### src/rtl/spi_fl_pkg.sv
// spi_fl_pkg: op codes, flash command bytes, engine commtypes, state enums and field lookup for the flash sequencer
package spi_fl_pkg;
    typedef enum logic [1:0] {OP_READ = 2'd0, OP_PROGRAM = 2'd1, OP_ERASE = 2'd2, OP_STATUS = 2'd3} op_e;
    localparam logic [7:0] CMD_WREN = 8'h06;
    localparam logic [7:0] CMD_READ = 8'h03;
    localparam logic [7:0] CMD_PP   = 8'h02;
    localparam logic [7:0] CMD_SE   = 8'h20;
    localparam logic [7:0] CMD_RDSR = 8'h05;
    localparam logic [2:0] CT_WREN  = 3'b000;
    localparam logic [2:0] CT_RDSR  = 3'b001;
    localparam logic [2:0] CT_READ  = 3'b010;
    localparam logic [2:0] CT_PP    = 3'b100;
    localparam logic [2:0] CT_SE    = 3'b101;
    typedef enum logic [1:0] {S_IDLE, S_TXN, S_GAP, S_RESP} state_e;
    typedef enum logic [1:0] {T_IDLE, T_ISSUE, T_WAIT} txn_state_e;
    typedef enum logic [2:0] {K_WREN, K_READ, K_PP, K_SE, K_RDSR} kind_e;
    typedef struct packed {
        logic [7:0] command;
        logic [2:0] commtype;
        logic [6:0] nmiso_bits;
    } txn_fmt_t;
    function automatic txn_fmt_t fmt_of(kind_e k);
        return k == K_WREN ? '{CMD_WREN, CT_WREN, 7'd0}
             : k == K_READ ? '{CMD_READ, CT_READ, 7'd32}
             : k == K_PP   ? '{CMD_PP,   CT_PP,   7'd0}
             : k == K_SE   ? '{CMD_SE,   CT_SE,   7'd0}
             :               '{CMD_RDSR, CT_RDSR, 7'd8};
    endfunction
endpackage

### src/rtl/spi_fl_txn.sv
// spi_fl_txn: one engine transaction -- latch fields on start, hold m_validflag until the engine goes busy, then wait for it to finish
// ports: clk/rst; start + command/commtype/address/data_in/nmiso_bits field set; done pulse and rx_data (valid with done);
//        m_* engine request fields, m_tready/m_data_out from the engine
module spi_fl_txn
    import spi_fl_pkg::*;
(
    input  logic        clk,
    input  logic        rst,
    input  logic        start,
    input  logic [7:0]  command,
    input  logic [2:0]  commtype,
    input  logic [31:0] address,
    input  logic [31:0] data_in,
    input  logic [6:0]  nmiso_bits,
    output logic        done,
    output logic [31:0] rx_data,
    output logic [7:0]  m_command,
    output logic [2:0]  m_commtype,
    output logic [31:0] m_address,
    output logic [31:0] m_data_in,
    output logic [6:0]  m_nmiso_bits,
    output logic [3:0]  m_dummy_cycles,
    output logic        m_validflag,
    input  logic        m_tready,
    input  logic [31:0] m_data_out
);
    txn_state_e state, state_nxt;
    logic load;
    assign done = state == T_WAIT && m_tready;
    assign rx_data = m_data_out;
    assign m_dummy_cycles = '0;
    // a new transaction may be chained on the very cycle the previous one completes;
    // m_validflag has been low throughout WAIT, so the engine still sees a fresh rising edge
    assign load = start && (state == T_IDLE || done);
    always_comb begin
        state_nxt = state;
        state_nxt = load ? T_ISSUE
                  : state == T_ISSUE && !m_tready ? T_WAIT
                  : done ? T_IDLE : state;
    end
    always_ff @(posedge clk) begin
        if (rst) begin
            state        <= T_IDLE;
            m_validflag  <= 1'b0;
            m_command    <= '0;
            m_commtype   <= '0;
            m_address    <= '0;
            m_data_in    <= '0;
            m_nmiso_bits <= '0;
        end else begin
            state       <= state_nxt;
            m_validflag <= state_nxt == T_ISSUE;
            if (load) begin
                m_command    <= command;
                m_commtype   <= commtype;
                m_address    <= address;
                m_data_in    <= data_in;
                m_nmiso_bits <= nmiso_bits;
            end
        end
    end
endmodule

### src/rtl/spi_flash_sequencer.sv
// spi_flash_sequencer: turns one flash request into the WREN / op / RDSR-poll chain on the spi_master_fl engine
// ports: clk/rst; req_valid/req_ready/req_op/req_addr/req_wdata request side; rsp_valid/rsp_rdata/rsp_err response;
//        busy; m_* engine request fields with m_tready/m_data_out engine status
module spi_flash_sequencer
    import spi_fl_pkg::*;
#(
    parameter int unsigned POLL_MAX = 1024,
    parameter int unsigned POLL_GAP = 16
) (
    input  logic        clk,
    input  logic        rst,
    input  logic        req_valid,
    output logic        req_ready,
    input  logic [1:0]  req_op,
    input  logic [23:0] req_addr,
    input  logic [31:0] req_wdata,
    output logic        rsp_valid,
    output logic [31:0] rsp_rdata,
    output logic        rsp_err,
    output logic        busy,
    output logic [7:0]  m_command,
    output logic [2:0]  m_commtype,
    output logic [31:0] m_address,
    output logic [31:0] m_data_in,
    output logic [6:0]  m_nmiso_bits,
    output logic [3:0]  m_dummy_cycles,
    output logic        m_validflag,
    input  logic        m_tready,
    input  logic [31:0] m_data_out
);
    state_e state, state_nxt;
    kind_e kind, kind_nxt, kind_first;
    op_e op_q;
    logic [23:0] addr_q;
    logic [31:0] wdata_q;
    logic [15:0] poll_cnt;
    logic [7:0] gap_cnt;
    logic accept, start, done, polling, wip;
    logic [31:0] rx_data;
    txn_fmt_t fmt;
    assign req_ready = state == S_IDLE;
    assign busy = state != S_IDLE;
    assign rsp_valid = state == S_RESP;
    assign accept = req_valid && req_ready;
    assign kind_first = op_e'(req_op) == OP_READ ? K_READ : op_e'(req_op) == OP_STATUS ? K_RDSR : K_WREN;
    assign polling = kind == K_RDSR && op_q != OP_STATUS;
    assign wip = rx_data[24];
    assign fmt = fmt_of(kind_nxt);
    always_comb begin
        state_nxt = state;
        kind_nxt = kind;
        start = 1'b0;
        case (state)
            S_IDLE: if (accept) begin
                start = 1'b1;
                kind_nxt = kind_first;
                state_nxt = S_TXN;
            end
            S_TXN: if (done) begin
                if (kind == K_WREN) begin
                    start = 1'b1;
                    kind_nxt = op_q == OP_PROGRAM ? K_PP : K_SE;
                end else begin
                    state_nxt = kind == K_PP || kind == K_SE ? S_GAP
                              : polling && wip && poll_cnt != 16'(POLL_MAX) ? S_GAP : S_RESP;
                end
            end
            S_GAP: if (gap_cnt >= 8'(POLL_GAP)) begin
                start = 1'b1;
                kind_nxt = K_RDSR;
                state_nxt = S_TXN;
            end
            default: state_nxt = S_IDLE;
        endcase
    end
    always_ff @(posedge clk) begin
        if (rst) begin
            state     <= S_IDLE;
            kind      <= K_WREN;
            op_q      <= OP_READ;
            addr_q    <= '0;
            wdata_q   <= '0;
            poll_cnt  <= '0;
            gap_cnt   <= '0;
            rsp_rdata <= '0;
            rsp_err   <= 1'b0;
        end else begin
            state <= state_nxt;
            kind  <= kind_nxt;
            if (accept) begin
                op_q      <= op_e'(req_op);
                addr_q    <= req_addr;
                wdata_q   <= req_wdata;
                poll_cnt  <= '0;
                rsp_rdata <= '0;
                rsp_err   <= 1'b0;
            end
            if (state == S_GAP && start && poll_cnt != 16'hFFFF)
                poll_cnt <= poll_cnt + 16'd1;
            if (state != S_GAP)
                gap_cnt <= '0;
            else if (gap_cnt != 8'hFF)
                gap_cnt <= gap_cnt + 8'd1;
            if (state == S_TXN && state_nxt == S_RESP) begin
                rsp_rdata <= kind == K_READ ? rx_data : kind == K_RDSR && op_q == OP_STATUS ? {24'b0, rx_data[31:24]} : '0;
                rsp_err   <= polling && wip;
            end
        end
    end
    spi_fl_txn u_txn (
        .clk            (clk),
        .rst            (rst),
        .start          (start),
        .command        (fmt.command),
        .commtype       (fmt.commtype),
        .address        (kind_nxt == K_READ || kind_nxt == K_PP || kind_nxt == K_SE ? {8'h00, accept ? req_addr : addr_q} : 32'h0),
        .data_in        (kind_nxt == K_PP ? wdata_q : 32'h0),
        .nmiso_bits     (fmt.nmiso_bits),
        .done           (done),
        .rx_data        (rx_data),
        .m_command      (m_command),
        .m_commtype     (m_commtype),
        .m_address      (m_address),
        .m_data_in      (m_data_in),
        .m_nmiso_bits   (m_nmiso_bits),
        .m_dummy_cycles (m_dummy_cycles),
        .m_validflag    (m_validflag),
        .m_tready       (m_tready),
        .m_data_out     (m_data_out)
    );
endmodule

### config.mk
export PLATFORM = sky130hd
export DESIGN_NAME = spi_flash_sequencer
export DESIGN_NICKNAME = d
export VERILOG_FILES = /design/src/rtl/spi_fl_pkg.sv /design/src/rtl/spi_fl_txn.sv /design/src/rtl/spi_flash_sequencer.sv
export SDC_FILE = /design/constraint.sdc
export NUM_CORES = 1
export LEC_CHECK = 0
export CAP_MARGIN = 25
export CORE_MARGIN = 3
export CORE_UTILIZATION = 50
export CTS_BUF_LIST = sky130_fd_sc_hd__clkbuf_8
export DETAILED_ROUTE_END_ITERATION = 7
export PLACE_DENSITY = 0.81
export SETUP_SLACK_MARGIN = 0.15
export SYNTH_ARGS = -nofsm -noshare
export SYNTH_HDL_FRONTEND = slang
export SYNTH_SLANG_ARGS = --single-unit
### constraint.sdc
create_clock -name clk -period 4.8 [get_ports clk]
set_clock_uncertainty 0.2 [all_clocks]
set_input_delay 1.2 -clock clk [delete_from_list [all_inputs] [get_ports clk]]
set_output_delay 1.2 -clock clk [all_outputs]
set_load 0.01 [all_outputs]
==> results of run 1 <==
## cell type report
class	count	area, µm²	area share, %
Multi-Input combinational cell	565	3170	32.9
Inverter	12	45.0	0.469
Clock buffer	19	262	2.72
Clock inverter	13	154	1.60
Tap cell	180	225	2.34
Sequential cell	187	3740	39.0
Timing Repair Buffer	204	2010	21.0
## path summary, 6_finish.rpt
kind | from | slack (ns) | depth (start not counted) | endpoint
max | req_valid | 1.26 | 6 | u_txn.m_address[4]
min | wdata_q[27] | 0.26 | 2 | wdata_q[27]
max reg2reg | state[1] | 1.98 | 6 | u_txn.m_commtype[2]
min reg2reg | wdata_q[27] | 0.26 | 2 | wdata_q[27]
## routing by layer
metal / wire, µm / vias up / track usage [%]
li1: - / 3155 / -
met1: 7940 / 2955 / 28.0
met2: 8490 / 206 / 36.8
met3: 1530 / 23 / 7.49
met4: 304 / 0 / 8.08
met5: 0 / - / 0
## worst min-delay path, delay by kind of cell, from the launching register on
family | cells | cell delay (ns)
AOI/OAI and AO/OA | 1 | 0.05
DFF | 1 | 0.32
and+or+nand+nor | 1 | 0.05
## kinds of logic after synthesis
logic type | count (synthesis)
muxes | 4
buffers and inverters | 89
xor gates and xnor gates | 5
DFF | 187
and+or+nand+nor | 307
other | 1
AOI/OAI and AO/OA | 224
adders and majority gates | 4
## stage by stage
step | setup slack, ns | instance area [µm²] | util [%] | instances
after floorplan | 1.91 | 7340 | - | 841
after global placement | 0.844 | 9190 | 65.5 | 1148
after detailed placement | 0.775 | 9190 | 65.5 | 1148
after CTS | 1.29 | 9610 | 68.4 | 1180
after global routing | 1.14 | 9610 | 68.4 | 1180
final | 1.26 | 9610 | 68.4 | 1180
## power breakdown
part | internal [mW] | switching (mW) | total (mW)
clock network | 0.503 | 0.579 | 1.08
logic | 0.129 | 0.149 | 0.279
registers | 1.59 | 0.0215 | 1.61
## registers in the layout (all words and copies together) (netlist names)
register / count
u_txn.state: 2
addr_q: 24
poll_cnt: 16
u_txn.m_validflag: 1
u_txn.m_command: 4
u_txn.m_commtype: 3
rsp_err: 1
u_txn.m_nmiso_bits: 1
rsp_rdata: 32
gap_cnt: 8
wdata_q: 32
kind: 3
u_txn.m_address: 24
state: 2
op_q: 2
u_txn.m_data_in: 32
## Yosys cell counts (5+ instances only)
cell / n
nor2_1: 30
nor2b_1: 6
buf_2: 7
a21oi_1: 91
and4_1: 5
nand3_1: 39
dfxtp_1: 187
buf_6: 5
buf_4: 22
nand2_1: 170
clkbuf_1: 36
nor3_1: 8
nand3b_1: 10
o21ai_0: 39
a22o_1: 70
buf_1: 7
inv_1: 12
nand4_1: 7
and3_1: 7
==> key figures, run 1 <==
Timing
  – Slew Limit Fails: 0
  – Hold Violations, Final: 0
  – Unrepaired setup endpoints after global routing: false
  – Final min period: 3.54 ns
  – Final hold slack: 0.259 ns
  – Setup TNS: 0 ns
  – Final setup vio count: 0
  – Fin crit share: 73.8%
  – Actual slew at the worst max-slew pin: 0.944 ns
  – Max-slew headroom: 37.1%
  – Fmax: 282 MHz

Routing
  – Average wire per standard cell: 15.5 µm
  – Antenna-violating nets left: 0
  – Vias/cell: 5.37
  – DRC: 0
  – Vias post-DR: 6339
  – Initial DRC count: 525
  – 1st-pass router iterations: 5
  – WL final: 18.3 mm

GRT
  – First-pass GRT wire length: 29.6 mm
  – Antenna violations before repair: 0
  – Overflow after GRT: 0
  – Pin count of the biggest net entering global routing: 88
  – Total track usage: 22.6%
  – Vias in the first global route: 6097

Hold path
  – Hold Crit Class: flop to flop

Setup path
  – CP required: 5.02 ns
  – Crit Path Max Fanout: 26
  – Worst EP arrival: 3.76 ns
  – Path type of the worst setup path: input port to flop
  – Critical Path, Cell by Cell: clkdlybuf4s50_1 -> or3b_2 -> o31ai_1 -> nand4_1 -> a21oi_4 -> a22o_1
  – Critical path's largest stage delay: 0.74 ns
  – Crit path buffers/inverters: 1
  – CP delay by family, top: simple AND/OR/NAND/NOR gates
  – Slowest CP cell: or3b_2
  – Crit start category: input port
  – CP Capture Type: flop

Layout
  – Fillers: 1122
  – Number of diodes: 0
  – Syn-to-layout area delta: 32.3%
  – Layout cell share with drive strength beyond 1: 5.90%
  – Most frequent cells in the layout: clkdlybuf4s50_1 (194), dfxtp_1 (187), nand2_1 (170), a21oi_1 (91), a22o_1 (70)
  – Commonest non-fill, non-tap cell in the layout: clkdlybuf4s50_1
  – Final #Nets: 1085

Clocking
  – CTS root buf: clkbuf_8
  – Worst skew pair latency: 0.47 ns
  – CTS tree: yes
  – Hold Buf Count CTS: 0
  – CTS sink cnt: 187
  – Clock Path Buffers: 2
  – Number of gates resized after CTS: 0
  – Clock transition at path regs: 0.09 ns
  – Post CTS Setup Buffer Count: 0
  – H-tree depth: 4
  – Inserted Clock Buffers: 17

Synthesis
  – Area share of the largest cell type after synthesis: 51.6%
  – Unique cell type count in the Yosys netlist: 54
  – Top cells by area, synth: dfxtp_1 (52%), nand2_1 (8.8%), a22o_1 (8.4%)
  – Syn Std Cell Area: 7260 µm²
  – Sequential area share after synthesis: 51.6%
  – Predominant post-synthesis flop cell: dfxtp_1
  – Asr flop ratio synth: 0%
  – Synth Area in XOR/XNOR: 0.603%
  – Syn_area_per_cell: 8.84 µm²
  – Synth Area in Simple Gates: 19.6%
  – Cells after Synth: 821
  – Adder-Cell Fraction of Synth Area: 0.689%
  – Synth area leader: dfxtp_1
  – Compound-gate portion of the synthesized area: 20.5%
  – Mux contribution to synthesized area: 0.569%
  – EDFF count, synth: 0
  – Largest family of logic cells by synthesized area: compound AO/OA/AOI/OAI gates
  – Yosys warns: 0
  – Synth Register Bits: 187

Floorplan
  – Die Area: 16000 µm²
  – Rows: 43
  – Die extent in y: 127 µm
  – Core region area: 14000 µm²
  – Chip width: 127 µm
  – Starting Density: 51.7%
  – Ports: 217

Power and ir drop
  – Peak supply drop: 0.209 mV
  – Pwr dens: 309 nW/µm²
  – Pwr Total: 2.97 mW
  – P_leak: 3.48 nW

Placed design
  – HPWL after DPL: 12.5 mm
  – IO Port Bufs: 195
  – Final Wtd Congestion: 0.846

Job
  – Max-Cap Viols: 0

Run status
  – Status: complete, no violations
(Power assumes the default switching activity.)
==> inputs of run 2 (changes only) <==
CORE_UTILIZATION = 44   (was 50)
PLACE_DENSITY = 0.75   (was 0.81)
clock period = 3.1 ns   (was 4.8 ns; I/O delays follow)
==> key figures, run 2 (synthesis gave the netlist of run 1 again) <==
Timing
  – Max-slew headroom: 48.2%
  – Final min period: 2.76 ns
  – Fin crit share: 89.0%
  – Slew Limit Fails: 0
  – Final setup vio count: 0
  – Unrepaired setup endpoints after global routing: false
  – Setup TNS: 0 ns
  – Fmax: 363 MHz
  – Final hold slack: 0.258 ns
  – Actual slew at the worst max-slew pin: 0.773 ns
  – Hold Violations, Final: 0

GRT
  – Overflow after GRT: 0
  – Vias in the first global route: 5896
  – Antenna violations before repair: 0
  – Pin count of the biggest net entering global routing: 88
  – Total track usage: 19.8%
  – First-pass GRT wire length: 29.6 mm

Routing
  – DRC: 0
  – Vias/cell: 5.17
  – Max Used Layer: met4
  – WL final: 18.3 mm
  – Met1 Wirelength: 8.37 mm
  – Antenna-violating nets left: 0
  – Met2 wire len: 8.10 mm
  – Initial DRC count: 309
  – 1st-pass router iterations: 4
  – Average wire per standard cell: 14.9 µm
  – Met3 WL: 1.55 mm
  – Vias post-DR: 6355

Setup path
  – Worst flop-to-flop path startpoint: kind[2]
  – Worst EP arrival: 1.78 ns
  – Register-to-Register Path Depth: 6
  – CP required: 2.12 ns
  – Reg-to-reg slack, setup: 0.74 ns
  – Crit Path Max Fanout: 9
  – Worst r2r dst: u_txn.m_address[23]
  – Crit start category: flop
  – Path type of the worst setup path: flop to output port
  – CP Capture Type: output port

Layout
  – Final Cell Area: 9810 µm²
  – Top Registers: rsp_rdata: 32 flops, u_txn.m_data_in: 32 flops, wdata_q: 32 flops
  – Syn-to-layout area delta: 35.1%
  – Layout cell share with drive strength beyond 1: 7.11%
  – Most frequent cells in the layout: clkdlybuf4s50_1 (194), dfxtp_1 (187), nand2_1 (170), a21oi_1 (91), a22o_1 (70)
  – Final #Nets: 1098
  – Commonest non-fill, non-tap cell in the layout: clkdlybuf4s50_1
  – Number of diodes: 0

Placed design
  – IO Port Bufs: 195
  – HPWL after DPL: 12.6 mm
  – Final Wtd Congestion: 0.801
  – Placed Area: 9410 µm²

Power and ir drop
  – Peak supply drop: 0.239 mV
  – P_leak: 3.55 nW
  – Pwr Total: 4.54 mW
  – Pwr dens: 463 nW/µm²

Clocking
  – CTS root buf: clkbuf_8
  – Hold Buf Count CTS: 0
  – Inserted Clock Buffers: 17
  – Worst skew pair latency: 0.46 ns
  – Clock transition at path regs: 0.10 ns
  – CTS tree: yes
  – CTS sink cnt: 187
  – Clock Path Buffers: 2
  – H-tree depth: 4
  – Number of gates resized after CTS: 0
  – Post CTS Setup Buffer Count: 0

Floorplan
  – Chip width: 134 µm
  – Die extent in y: 134 µm
  – Rows: 46
  – Ports: 217
  – Die Area: 18100 µm²
  – Starting Density: 45.4%
  – Core region area: 16000 µm²

Hold path
  – Worst Hold Depth: 2
  – Endpoint, Worst Hold: wdata_q[18]
  – Worst hold start: wdata_q[18]
  – Hold Crit Class: flop to flop

Run status
  – Status: complete, no violations

Job
  – Max-Cap Viols: 0
-- run 2: how the worst max path moves through the flow --
stage / from / to / slack [ns] / cells after the start
finish: state[0] / req_ready / 0.34 / 2
global route: state[0] / req_ready / 0.25 / 2
detailed placement: req_valid / poll_cnt[5] / 0.04 / 5
global placement: req_valid / poll_cnt[5] / 0.09 / 5
CTS: state[0] / req_ready / 0.29 / 2
floorplan: req_valid / poll_cnt[5] / 0.63 / 5
-- run 2: power breakdown --
part	leakage (nW)	internal [mW]	switching [mW]	total, mW
combinational	1.84	0.220	0.236	0.456
clock	0.198	0.624	0.956	1.58
sequential	1.52	2.47	0.0343	2.50
-- run 2: layout make-up --
| class | count | area, µm² |
|---|---|---|
| fillers | 1445 | 6190 |
| clock buffers | 18 | 248 |
| well taps | 216 | 270 |
| inverters | 12 | 45.0 |
| multi-input cells | 565 | 3170 |
| clock inverters | 14 | 151 |
| repair buffers | 217 | 2190 |
| flip-flops and latches | 187 | 3740 |
-- run 2: per-layer routing --
metal / vias to the layer above / track usage (%)
met3: 24 / 7.27
li1: 3182 / -
met2: 209 / 29.9
met4: 0 / 6.22
met1: 2940 / 26.7
met5: - / 0
-- run 2: worst max-delay path, stage by stage (launching register included) --
cell and delay, ns:
dfxtp_1 0.41, nor2_1 0.31, clkdlybuf4s50_1 0.60
-- run 2: per-stage QoR --
stage / instances / util [%] / setup slack [ns]
final: 1229 / 61.3 / 0.342
after global routing: 1229 / 61.3 / 0.245
after CTS: 1229 / 61.3 / 0.293
after detailed placement: 1197 / 58.8 / 0.0448
after global placement: 1197 / 58.8 / 0.0925
after floorplan: 841 / - / 0.631
==> inputs of run 3 (changes only) <==
CTS_CLUSTER_DIAMETER = 30   (was not set)
==> results of run 3 <==
Same layout as run 2: the final DEF is identical, and so are final timing and power.
==> RTL edit 1 (config.mk and constraints of run 3) <==
Reset style: asynchronous (`rst`), changed in 2 clocked blocks.
--- a/src/rtl/spi_fl_txn.sv
+++ b/src/rtl/spi_fl_txn.sv
@@ -38,7 +38,7 @@
                   : state == T_ISSUE && !m_tready ? T_WAIT
                   : done ? T_IDLE : state;
     end
-    always_ff @(posedge clk) begin
+    always_ff @(posedge clk or posedge rst) begin
         if (rst) begin
             state        <= T_IDLE;
             m_validflag  <= 1'b0;
--- a/src/rtl/spi_flash_sequencer.sv
+++ b/src/rtl/spi_flash_sequencer.sv
@@ -73,7 +73,7 @@
             default: state_nxt = S_IDLE;
         endcase
     end
-    always_ff @(posedge clk) begin
+    always_ff @(posedge clk or posedge rst) begin
         if (rst) begin
             state     <= S_IDLE;
             kind      <= K_WREN;
Check against the original RTL: differs if rst is asserted again (counterexample within 4 cycles, from zero or initial values and one cycle with rst high); with rst held inactive, the same outputs for 10 cycles.
==> RTL edit 1 against run 3 <==
- routed wire length grew 15%
- design area rose by 13%
- die area up 17%
- setup slack got worse by 81 ps
- synthesized cell count decreased by 4.4%
- via count is 2.2% higher
- fmax fell by 2.8%
- area after synthesis increased by 18%
- sequential cell count did not move
- critical path type unchanged
Power is not compared: it rests on default switching activity, and its combinational part moved more than twofold at a synthesized area within 25%.
==> RTL edit 1: results (changes against run 3) <==
first-pass GRT wire length -> 35.0 mm (+19%)
delay-heaviest family, CP -> flip-flops
met3 WL -> 1.05 mm (-32%)
status -> completed
synth top area cells -> dfrtp_1 55%, nand2_1 8.2%, a22o_1 5.7%, mux2i_1 4.9%, mux2_2 3.4%
1st-pass router iterations -> 4 (unchanged)
gr usage total -> 20.0% (+0.14 points)
Synth Area in Adders -> 0.702% (+0.013 points)
WL met1 -> 9.35 mm (+12%)
post-synthesis async set-or-reset flop share -> 100% (+100 points)
largest net degree at the start of global routing -> 65 (-26%)
Least-Margin Pin Slew -> 916 ps (+143 ps)
part of the Yosys area used for sequential elements -> 54.7% (+3.1 points)
Netlist cell types -> 70 (+30%)
Fillers -> 1678 (+16%)
total vias in the final route -> 6492 (+2.2%)
multiplexer share of the synthesized area -> 8.34% (+7.8 points)
post-synthesis instance total -> 785 (-4.4%)
Main synth FF type -> dfrtp_1
slowest cell on the critical path -> dfrtp_1
grt met2 use -> 32.3% (+2.4 points)
GR Util met3 -> 5.33% (-1.9 points)
WL per Instance -> 17.0 um (+14%)
share of layout cells above drive strength 1 -> 10.1% (+3.0 points)
Nets -> 1064 (-3.1%)
critical path peak fanout -> 10 (+1)
post-synthesis xor/xnor area fraction -> 0.307% (-0.30 points)
Post-synth top cells -> 188 x nand2_1, 187 x dfrtp_1, 56 x a22o_1
DP Area -> 10700 sq um (+13%)
Routability Congestion -> 0.821 (+2.5%)
largest power group -> sequential cells
vias in the first global route -> 6617 (+12%)
compound-cell area share of the yosys netlist -> 13.6% (-6.9 points)
drt total wl -> 21.0 mm (+15%)
pre-CTS WS -> 88.5 ps (+43.7 ps)
routing usage on met1 -> 26.7% (+0.033 points)
met2 wire len -> 10.2 mm (+26%)
[RTL edit 1: final timing paths]
path	endpoint	start	slack, ps	depth (start not counted)
max	rsp_valid	state[1]$_DFF_PP0_	260	2
min	wdata_q[22]$_DFFE_PP0P_	wdata_q[22]$_DFFE_PP0P_	280	2
max reg2reg	rsp_rdata[15]$_DFFE_PP0P_	poll_cnt[0]$_DFFE_PP0P_	700	7
min reg2reg	wdata_q[22]$_DFFE_PP0P_	wdata_q[22]$_DFFE_PP0P_	280	2
max in group asynchronous	u_txn.m_data_in[7]$_DFFE_PP0P_	rst	1590	3
min in group asynchronous	u_txn.m_address[14]$_DFFE_PP0P_	rst	460	2
[RTL edit 1: layout make-up]
class | instances | area (sq um) | share of cell area [%]
Multi-Input combinational cell | 531 | 3430 | 30.9
Clock inverter | 15 | 198 | 1.78
Inverter | 14 | 56.3 | 0.507
Sequential cell | 187 | 4680 | 42.1
Timing Repair Buffer | 215 | 2190 | 19.7
Tap cell | 260 | 325 | 2.93
Clock buffer | 17 | 234 | 2.11
==> RTL edit 2 (settings of run 3) <==
Without the edit above. Set the parameter `POLL_GAP` to 8 (it was 16).
--- a/src/rtl/spi_flash_sequencer.sv
+++ b/src/rtl/spi_flash_sequencer.sv
@@ -5,7 +5,7 @@
     import spi_fl_pkg::*;
 #(
     parameter int unsigned POLL_MAX = 1024,
-    parameter int unsigned POLL_GAP = 16
+    parameter int unsigned POLL_GAP = 8
 ) (
     input  logic        clk,
     input  logic        rst,
Function: no difference found for any inputs over 4 cycles, from zero or initial values and one cycle with rst high; that may be too few to reach the edited logic, so the function may still have changed.
==> RTL edit 2 against run 3 <==
- sequential cell count did not move
- count of clock-buffer cells in the layout unchanged
- setup slack worse by 5.1 ps
- largest cell class unchanged
- largest power group unchanged
- clock power barely moved
- design area shrank 2.2%
- routed wire length decreased by 4.6%
- power down 1.5%
- area after synthesis shrank 3.2%
==> RTL edit 2: results (changes against run 3) <==
status -> completed
Ys Warns -> 0 (unchanged)
initial drt markers -> 368 (+19%)
root buffer cell -> clkbuf_8
post-synthesis async set-or-reset flop share -> 0% (unchanged)
routed vias/inst -> 5.16 (-0.19%)
input/output buffers -> 195 (unchanged)
H-tree depth -> 4 (unchanged)
synth top area cells -> dfxtp_1 53%, a22o_1 12%, nand2_1 7.5%, a21oi_1 5.5%, buf_4 2.4%
1st-pass router iterations -> 7 (+3)
Netlist cell types -> 52 (-3.7%)
Hold Crit Class -> flip-flop to flip-flop
WL per Instance -> 15.1 um (+1.0%)
post-CTS sizing -> 0 (unchanged)
cts bufs inserted -> 17 (unchanged)
Post-CTS Repair Setup Buffers -> 0 (unchanged)
Worst path max stage delay -> 610 ps
pre-CTS WS -> 99.0 ps (+54.2 ps)
share of layout cells above drive strength 1 -> 6.95% (-0.15 points)
critical path peak fanout -> 9 (unchanged)
Leak -> 3.58 nW (+0.68%)
gr usage total -> 19.5% (-0.31 points)
part of the Yosys area used for sequential elements -> 53.3% (+1.7 points)
slowest cell on the critical path -> clkdlybuf4s50_1
vias in the first global route -> 5698 (-3.4%)
largest net degree at the start of global routing -> 70 (-20%)
dpl hpwl -> 12.0 mm (-4.1%)
Rel. slew slack -> 49.1% (+0.93 points)
diode count -> 0 (unchanged)
top flop regs -> rsp_rdata: 32 flops, u_txn.m_data_in: 32 flops, wdata_q: 32 flops
CTS max path bufs -> 2 (unchanged)
first-pass GRT wire length -> 28.7 mm (-3.1%)
Routability Congestion -> 0.820 (+2.3%)
Worst-Skew Late Latency -> 450 ps
initial antenna violation count -> 0 (unchanged)
Post-synth top cells -> 187 x dfxtp_1, 140 x nand2_1, 94 x a22o_1
critical path data arrival time -> 1790 ps
maximum VDD drop -> 0.290 mV (+21%)
Nets -> 1034 (-5.8%)
clock-pin slew on the worst setup and hold paths -> 100 ps (about the same)
## RTL edit 2: cell count changes in the layout (fill, tap and decap cells not counted), moves of 4 or more
cell,before,now
o21ai_0,39,9
a21oi_1,91,77
nand2_1,170,140
a22o_1,70,94
nand3_1,39,19
nor2_1,30,26
## RTL edit 2: routing by layer
layer	global-route usage, %	up-vias	wire length [um]
li1	-	2975	-
met3	6.76	12	1300
met2	30.9	178	8170
met1	26.1	2822	7830
met4	3.98	0	164
met5	0	-	0
## RTL edit 2: critical path, delay by kind of cell, from the launching register on
kind	cells	cell delay [ps]
flip-flops	1	410
AND/OR/NAND/NOR	1	320
buffers and inverters	1	610
## RTL edit 2: final timing paths
| check | from | end | slack (ps) | depth (start not counted) |
|---|---|---|---|---|
| setup reg to reg | poll_cnt[0]$_SDFFE_PP0P_ | poll_cnt[2]$_SDFFE_PP0P_ | 450 | 7 |
| hold reg to reg | wdata_q[12]$_SDFFE_PP0P_ | wdata_q[12]$_SDFFE_PP0P_ | 260 | 2 |
| setup / recovery | state[1]$_SDFF_PP0_ | req_ready | 340 | 2 |
| hold / removal | wdata_q[12]$_SDFFE_PP0P_ | wdata_q[12]$_SDFFE_PP0P_ | 260 | 2 |
## RTL edit 2: final cells by class
cell class	instances	area, sq um
clock buffers	18	248
well taps	211	264
repair buffers	217	2190
flip-flops and latches	187	3740
clock inverters	14	133
inverters	14	52.6
multi-input cells	499	2960
fillers	1357	5830
## RTL edit 2: report_power, final
part / leakage [nW] / switching, W / internal [W]
Sequential: 1.52 / 0.0000279 / 0.00246
Clock: 0.191 / 0.000903 / 0.000674
Combinational: 1.87 / 0.000208 / 0.000201
## RTL edit 2: kinds of logic after synthesis
logic type	after synthesis	share of synthesized area (%)
other	1	0.0534
and+or+nand+nor	255	17.2
buffers and inverters	86	6.09
adders and majority gates	4	0.712
DFF	187	53.3
xor gates and xnor gates	6	0.748
muxes	6	0.855
AOI/OAI and AO/OA	207	21.1
## RTL edit 2: stage by stage
step	power [W]	area [sq um]	hold slack (ps)	instances
2_1_floorplan	0.00274	7100	236	772
3_3_place_gp	0.00295	9210	241	1128
3_5_place_dp	0.00295	9210	246	1128
4_1_cts	0.00451	9590	260	1160
5_1_grt	0.00466	9590	280	1160
6_report	0.00447	9590	257	1160
